**src/rtl/ssd_scan_driver_12h.sv**
```systemverilog
`timescale 1ns/1ps
// -----------------------------------------------------------------------------
// ssd_scan_driver_12h
//
// Display stage for the 12-hour BCD time counter. Takes the six BCD digits and
// the AM/PM flag and drives a 4-digit multiplexed common-anode 7-segment
// display. A debounced push button toggles between two pages:
//   page 0 : HH.MM  (dot after hours, dot on the rightmost digit when PM)
//   page 1 : MM.SS  (dot after minutes)
//
// Parameters
//   SCAN_DIV  clk cycles per digit slot (>= 2)
//   DB_LEN    consecutive equal scan-tick samples that move the debounced
//             button level (>= 2)
//
// Ports
//   clk          system clock, all state on the rising edge
//   rst          asynchronous active-high reset
//   value0_12h   seconds units (BCD)
//   value1_12h   seconds tens
//   value2_12h   minutes units
//   value3_12h   minutes tens
//   value4_12h   hours units
//   value5_12h   hours tens
//   ampm         1 = AM, 0 = PM
//   page_btn     raw asynchronous push button, 1 = pressed
//   ssd_ctl      digit enables, active low, one-hot, bit0 = rightmost digit
//   ssd_out      {a,b,c,d,e,f,g,dp}, active low
//   page         current page (0 = HH.MM, 1 = MM.SS)
// -----------------------------------------------------------------------------
module ssd_scan_driver_12h #(
  parameter int SCAN_DIV = 100000,
  parameter int DB_LEN   = 4
) (
  input  logic       clk,
  input  logic       rst,
  input  logic [3:0] value0_12h,
  input  logic [3:0] value1_12h,
  input  logic [3:0] value2_12h,
  input  logic [3:0] value3_12h,
  input  logic [3:0] value4_12h,
  input  logic [3:0] value5_12h,
  input  logic       ampm,
  input  logic       page_btn,
  output logic [3:0] ssd_ctl,
  output logic [7:0] ssd_out,
  output logic       page
);

  localparam int              CNT_W   = (SCAN_DIV > 1) ? $clog2(SCAN_DIV) : 1;
  localparam logic [CNT_W-1:0] CNT_MAX = CNT_W'(SCAN_DIV - 1);

  // ---------------------------------------------------------------------------
  // Segment decode (abcdefg, active low). Anything outside 0..9 shows a dash so
  // a corrupted counter is visible rather than silently mis-displayed.
  // ---------------------------------------------------------------------------
  function automatic logic [6:0] seg_decode(input logic [3:0] bcd);
    logic [6:0] seg;
    case (bcd)
      4'd0:    seg = 7'b0000001;
      4'd1:    seg = 7'b1001111;
      4'd2:    seg = 7'b0010010;
      4'd3:    seg = 7'b0000110;
      4'd4:    seg = 7'b1001100;
      4'd5:    seg = 7'b0100100;
      4'd6:    seg = 7'b0100000;
      4'd7:    seg = 7'b0001111;
      4'd8:    seg = 7'b0000000;
      4'd9:    seg = 7'b0000100;
      default: seg = 7'b1111110;
    endcase
    return seg;
  endfunction

  // ---------------------------------------------------------------------------
  // Scan prescaler: one-cycle tick at the end of every digit slot.
  // ---------------------------------------------------------------------------
  logic [CNT_W-1:0] prescale;
  logic             tick;

  assign tick = (prescale == CNT_MAX);

  // NOTE: sequential state always uses non-blocking assignments so every
  // register samples the pre-edge values of the others, regardless of the
  // order in which the simulator evaluates the blocks.
  always_ff @(posedge clk or posedge rst) begin
    if (rst) begin
      prescale <= '0;
    end else if (tick) begin
      prescale <= '0;
    end else begin
      prescale <= prescale + CNT_W'(1);
    end
  end

  // Digit slot index; free-running, a page change never restarts the scan.
  logic [1:0] scan_idx;

  always_ff @(posedge clk or posedge rst) begin
    if (rst) begin
      scan_idx <= 2'd0;
    end else if (tick) begin
      scan_idx <= scan_idx + 2'd1;
    end
  end

  // ---------------------------------------------------------------------------
  // Page button: 2-FF synchroniser, then a DB_LEN-deep shift register sampled
  // once per scan tick. The debounced level only moves when the whole window
  // agrees; the page flips on its rising edge. Because the window only moves
  // on a tick, the debounced edge always coincides with a scan tick.
  // ---------------------------------------------------------------------------
  logic              btn_meta;
  logic              btn_sync;
  logic [DB_LEN-1:0] db_shift;
  logic [DB_LEN-1:0] db_shift_next;
  logic              db_level;

  always_ff @(posedge clk or posedge rst) begin
    if (rst) begin
      btn_meta <= 1'b0;
      btn_sync <= 1'b0;
    end else begin
      btn_meta <= page_btn;
      btn_sync <= btn_meta;
    end
  end

  assign db_shift_next = {db_shift[DB_LEN-2:0], btn_sync};

  always_ff @(posedge clk or posedge rst) begin
    if (rst) begin
      db_shift <= '0;
      db_level <= 1'b0;
      page     <= 1'b0;
    end else if (tick) begin
      db_shift <= db_shift_next;
      if (&db_shift_next) begin
        db_level <= 1'b1;
        // Toggle only on the 0->1 transition; a held button keeps the window
        // all-ones but the level is already 1, so no repeat toggles.
        if (!db_level) begin
          page <= ~page;
        end
      end else if (~|db_shift_next) begin
        db_level <= 1'b0;
      end
    end
  end

  // ---------------------------------------------------------------------------
  // Digit selection for the current slot and page. Inputs are used live so a
  // counter rollover reaches the display one cycle later.
  // ---------------------------------------------------------------------------
  logic [3:0] digit;
  logic       dp_n;
  logic       blank;

  // NOTE: every variable assigned in always_comb gets a default first so no
  // path through the block can leave it unassigned and infer a latch.
  always_comb begin
    digit = 4'd0;
    case (scan_idx)
      2'd0: digit = page ? value0_12h : value2_12h;
      2'd1: digit = page ? value1_12h : value3_12h;
      2'd2: digit = page ? value2_12h : value4_12h;
      2'd3: digit = page ? value3_12h : value5_12h;
      default: digit = 4'd0;
    endcase
  end

  always_comb begin
    dp_n = 1'b1;
    // Separator dot after the left digit pair on both pages.
    if (scan_idx == 2'd2) begin
      dp_n = 1'b0;
    end
    // PM indicator on the rightmost digit of the HH.MM page.
    if (!page && (scan_idx == 2'd0) && !ampm) begin
      dp_n = 1'b0;
    end
  end

  // Leading-zero suppression of the hours tens digit ("1:05" not "01:05").
  assign blank = !page && (scan_idx == 2'd3) && (value5_12h == 4'd0);

  // ---------------------------------------------------------------------------
  // Registered display outputs.
  // ---------------------------------------------------------------------------
  always_ff @(posedge clk or posedge rst) begin
    if (rst) begin
      ssd_ctl <= 4'b1111;
      ssd_out <= 8'hFF;
    end else begin
      ssd_ctl <= ~(4'b0001 << scan_idx);
      ssd_out <= blank ? 8'hFF : {seg_decode(digit), dp_n};
    end
  end

endmodule

```
**config.mk**
```make
export PLATFORM = sky130hd
export DESIGN_NAME = ssd_scan_driver_12h
export DESIGN_NICKNAME = d
export VERILOG_FILES = /design/src/rtl/ssd_scan_driver_12h.sv
export SDC_FILE = /design/constraint.sdc
export NUM_CORES = 1
export LEC_CHECK = 0
export ABC_AREA = 1
export BUFFER_PORTS_ARGS = -buffer_cell sky130_fd_sc_hd__buf_2
export CORE_UTILIZATION = 37
export DETAILED_ROUTE_END_ITERATION = 7
export SLEW_MARGIN = 20
export SYNTH_ARGS = -nofsm -noshare
export SYNTH_HDL_FRONTEND = slang
export SYNTH_SLANG_ARGS = --single-unit
export TNS_END_PERCENT = 20
```
**constraint.sdc**
```tcl
create_clock -name clk -period 2.5 [get_ports clk]
set_input_delay 0.375 -clock clk [delete_from_list [all_inputs] [get_ports clk]]
set_output_delay 0.375 -clock clk [all_outputs]
set_load 0.05 [all_outputs]
```
; ---- Word level (Yosys, flattened, before mapping)
; Memory sizes are Yosys's and may differ from the RTL's.
; Cells that the tools add are included.
[op_classes]
add_sub_neg = 2
n_eq_ne = 5
shifts = 1
muxes = 11
n_bitwise = 3
reduce_logical = 12
[ops]
columns = op, count
row1 = $add A17 B1 Y17 const B, 1
row2 = $eq A17 B17 Y1 const B, 1
row3 = $mux W17, 1
row4 = $mux W4, 4
row5 = $pmux W4 S4, 1
row6 = $mux W8, 1
row7 = $reduce_and A6 Y1, 1
row8 = $eq A2 B2 Y1 const B, 2
row9 = $logic_and A1 B1 Y1, 4
row10 = $logic_not A4 Y1, 1
row11 = $mux W1, 4
row12 = $not A4 Y4, 1
row13 = $reduce_and A4 Y1, 1
row14 = $reduce_or A4 Y1, 1
row15 = $shl A1 B2 Y4 const A, 1
row16 = $add A2 B1 Y2 const B, 1
row17 = $eq A2 B1 Y1 const B, 1
row18 = $logic_not A1 Y1, 2
row19 = $logic_not A2 Y1, 1
row20 = $ne A2 B2 Y1 const B, 1
row21 = $not A1 Y1, 2
row22 = $reduce_and A2 Y1, 1
[totals]
ff_bits = 38
mem_bits_ro = 112
output_inout_bits = 13
elab_cells = 44
n_memories = 1
[mem_list]
columns = memory, words, word_bits, read_ports, rd_ports_with_merged_regs, write_ports, line_no
row1 = (no name shown), 16, 7, 1, 0, 0, 59  ; case (bcd)

; ---- Depth between registers and ports, before layout
[depth]
depth_word = 5
ltp_mapped = 14
depth_no_buf = 13

; ---- Least setup slack after synthesis
; Ideal clock, no wire load.
[synth_path]
path_kind = reg2reg
start = register page
end = register ssd_out[4]
setup_time_ns = 0.085
arrival_time_ns = 1.938
required_time_ns = 2.415
setup_slack_ns = 0.477
path_stages_with_launch = 13
path_buffers = 2
synth_period_minus_slack_ns = 2.023
path_cell_list = dfrtp_1 > buf_6 > buf_6 > nand2_1 > nand3_1 > nand3_1 > a21oi_2 > inv_1 > ha_1 > inv_1 > nand3_1 > nand3_1 > nand3_1
[synth_between]
elab_chain_cells = 4
word_cells_on_any_way = 10
[synth_lines]
columns = element, line_no
row1 = "start, declared", 47  ; output logic page
row2 = "start signal, assigned", 143  ; page <= ~page;
row3 = $mux W4 (tied with other cells), 167  ; 2'd3: digit = page ? value3_12h : value5_12h;
row4 = $pmux W4 S4 / $logic_and A1 B1 Y1 (equally long branches), "163, 185"
row5 = $mem_v2 Z16 W7 / $logic_and A1 B1 Y1 (equally long branches), n/a
row6 = $mux W8 *, 196  ; ssd_out <= blank ? 8'hFF : {seg_decode(digit), dp_n};
row7 = "end signal, assigned", 196
row8 = "end, declared", 46  ; output logic [7:0] ssd_out,
; Mark *: on every way between the ends. The rest lies on a longest branch, timed or not.
; A chain may end at the register's enable or synchronous reset.

; ---- Final worst setup path
; Ends and elaborated chain as after synthesis.

==> impl_metrics.py <==
metrics = {
    "timing": {
        "maxSlewHeadroom": 0.551,
        "layout_setup_ws_ns": 0.345,
        "layout_min_cycle_time_ns": 2.15,
        "fin_setup_tns_ns": 0,
        "max_freq_mhz": 464,
        "setup_viol": 0,
        "rsz0062_at_grt": "false",
        "fin_crit_sh": 0.862,
        "finalClockSkew_ns": 0.00797,
        "maxSlewViolCount": 0,
        "hold_viol_final": 0,
        "hold_slack_ns": 0.0748,
        "tightest_slew_ns": 0.674,
    },
    "worst_setup_path": {
        "crit_path_end_kind": "flip-flop",
        "critical_path.top_delay_family": "flip-flops",
        "cp_max_fo": 20,
        "r2r_start": "page",
        "timing.rr.end": "ssd_out[4]",
        "cp-start-kind": "flip-flop",
        "critical_path_class": "flip-flop to flip-flop",
        "critical_path_arrival_ns": 2.37,
        "cp_slowest_cell": "dfrtp_1",
        "path_cells": "inv_6, nand2_1, nand3_1, nand2_1, o21ai_2, inv_1, ha_1, inv_1, nand2_1, nand3_1, nand3_1",
        "critical_path_buf_inv_count": 3,
        "required_ns": 2.71,
        "r2r_setup_slack_ns": 0.35,
        "worstRegToRegCells": 11,
        "crit_path_max_incr_delay_ns": 0.63,
    },
    "power_and_ir_drop": {
        "p_int_mw": 0.978,
        "p_leak_nw": 1.46,
        "switchingPower_mw": 0.298,
        "vdd_drop_max_v": 0.000281,
        "comb_power_share": 0.110,
        "clkPwrFrac": 0.391,
        "p_sw_frac": 0.234,
        "powerDensity_nw_per_um2": 467,
        "pwr-share-seq": 0.499,
    },
    "logic_synthesis": {
        "postSynthAreaPerCell_sq_um": 7.85,
        "synth_xor_area_frac": 0.0147,
        "synth_area_sq_um": 2380,
        "synth_area_leaders": "dfrtp_1, dfstp_2, nand2_1, inv_1, nand3_1",
        "synth.mux.area_fraction": 0,
        "syn-num-nets": 343,
        "synth_top_area_share": 0.274,
        "ys_seq_area_frac": 0.406,
        "synthSimpleGateAreaFrac": 0.299,
        "netlist_instances": 303,
        "ys_types": 35,
        "yosys_warnings": 0,
        "synth_top_family_by_area": "simple AND/OR/NAND/NOR gates",
        "yosys.area.top_type": "dfrtp_1",
        "synth-seq-cells": 38,
        "synthAdderAreaFrac": 0.0631,
        "synth-compound-area-share": 0.0826,
    },
    "floorplan": {
        "die_x_microns": 82.2,
        "coreArea_sq_um": 6060,
        "initial_core_util": 0.392,
        "num_rows": 28,
        "ios": 41,
        "die-area_sq_um": 6750,
        "die_h_microns": 82.2,
    },
    "clocking": {
        "worstSkewPairLatency_ns": 0.29,
        "clkTransAtPathRegs_ns": 0.07,
        "htreeDepth": 2,
        "tritoncts": "yes",
        "post-cts-setup-buffers": 0,
        "clockBufferDepth": 2,
        "cts_made_buffers": 5,
        "clockRootBuffer": "clkbuf_8",
        "ctsHoldBuffers": 0,
        "clock-sinks": 38,
        "cts_resized": 0,
    },
    "place": {
        "port_buffers": 40,
        "place_ws_ns": 0.374,
        "hpwl_mm": 3.49,
        "gp_congestion": 0.841,
        "place_inst": 413,
    },
    "status": {
        "outcome": "completed",
    },
    "global_route": {
        "antenna_found_initial": 0,
        "grt_max_degree": 29,
        "grtUsageTotal": 0.155,
        "grt_pass1_vias": 1825,
        "grt_pass1_wl_mm": 7.99,
        "grt-ovfl-total": 0,
    },
    "min_path": {
        "hold_class": "primary input to async pin",
    },
    "route": {
        "drc_errors": 0,
        "wire_per_inst_microns": 10.8,
        "ant_nets": 0,
        "vias": 1903,
        "wl_mm": 4.56,
        "drt_first_pass_iters": 4,
        "drt_iter0_drc": 58,
        "via_per_inst": 4.52,
    },
    "layout": {
        "final_common_cell": "nand2_1",
        "drive_above_1_share": 0.266,
        "syn2layout_area_growth_pct": 15.0,
        "diodes": 0,
        "layout.nets": 385,
        "final_cell_mix": "nand2_1, inv_1, buf_2",
        "fillers": 592,
        "final_cells": 421,
    },
    "flow_run": {
        "max_cap_violations": 0,
    },
}
## state kept, by name (all words and copies together) (netlist names)
signal	cells
ssd_out	8
db_level	1
page	1
btn_meta	1
prescale	17
db_shift	3
ssd_ctl	4
scan_idx	2
btn_sync	1
## per-layer routing
metal | wire [microns] | GRT usage | up-vias | share of wire
li1 | - | - | 1009 | -
met1 | 2230 | 0.196 | 845 | 0.49
met4 | 69 | 0.0526 | 0 | 0.015
met2 | 2060 | 0.260 | 41 | 0.45
met3 | 199 | 0.0319 | 8 | 0.044
met5 | 0 | 0 | - | 0
## cells by family (layout without fill, tap and decap cells)
group,count (synthesis),count (layout)
and+or+nand+nor,147,147
buffers and inverters,73,116
DFF,38,38
AOI/OAI and AO/OA,29,29
adders and majority gates,12,12
xor gates and xnor gates,4,4
## cell usage after synthesis
cell	instances
inv_6	1
xor2_1	3
dfstp_2	12
o21ai_4	1
o211ai_1	1
nor3_1	3
nor2_1	22
o21ai_1	2
nor3_4	1
o21ai_2	1
nand2_4	2
o21ai_0	11
inv_1	60
inv_2	6
nor2_4	2
ha_1	12
nand2_1	62
o21bai_1	2
nand3_1	32
nand4_1	5
a21oi_2	1
clkbuf_2	1
buf_12	1
buf_2	1
dfrtp_1	26
a21oi_1	7
nor2b_1	1
nor4_1	1
a21oi_4	2
xnor2_1	1
buf_6	3
nor2_2	5
nand2_2	7
a211oi_1	1
nand3_2	4
## worst max-delay path by stage
| stage | startpoint | depth (start not counted) | end |
|---|---|---|---|
| final | page | 11 | ssd_out[4] |
| after global routing | page | 11 | ssd_out[4] |
| after CTS | page | 11 | ssd_out[4] |
| after detailed placement | page | 11 | ssd_out[4] |
| after global placement | page | 11 | ssd_out[4] |
| after floorplan | page | 12 | ssd_out[4] |
## power groups by stage
stage / clock network [mW] / registers [mW] / logic [mW]
CTS: 0.523 / 0.637 / 0.142
floorplan: 0 / 0.689 / 0.0544
detailed placement: 0 / 0.648 / 0.142
global route: 0.547 / 0.638 / 0.157
global placement: 0 / 0.648 / 0.142
finish: 0.499 / 0.637 / 0.140
## metrics by stage
stage / total power [mW] / area (sq um) / util
5_1_grt: 1.34 / 2740 / 0.451
3_3_place_gp: 0.790 / 2630 / 0.434
2_1_floorplan: 0.743 / 2380 / -
4_1_cts: 1.30 / 2740 / 0.451
3_5_place_dp: 0.790 / 2630 / 0.434
6_report: 1.28 / 2740 / 0.451
## final cells by class
| class | instances | area [sq um] | share of cell area |
|---|---|---|---|
| clock buffers | 7 | 76.3 | 0.0279 |
| clock inverters | 1 | 30.0 | 0.0110 |
| inverters | 67 | 256 | 0.0938 |
| multi-input cells | 192 | 1090 | 0.399 |
| flip-flops and latches | 38 | 966 | 0.353 |
| well taps | 75 | 93.8 | 0.0343 |
| repair buffers | 41 | 220 | 0.0805 |
(Power assumes the default switching activity.)
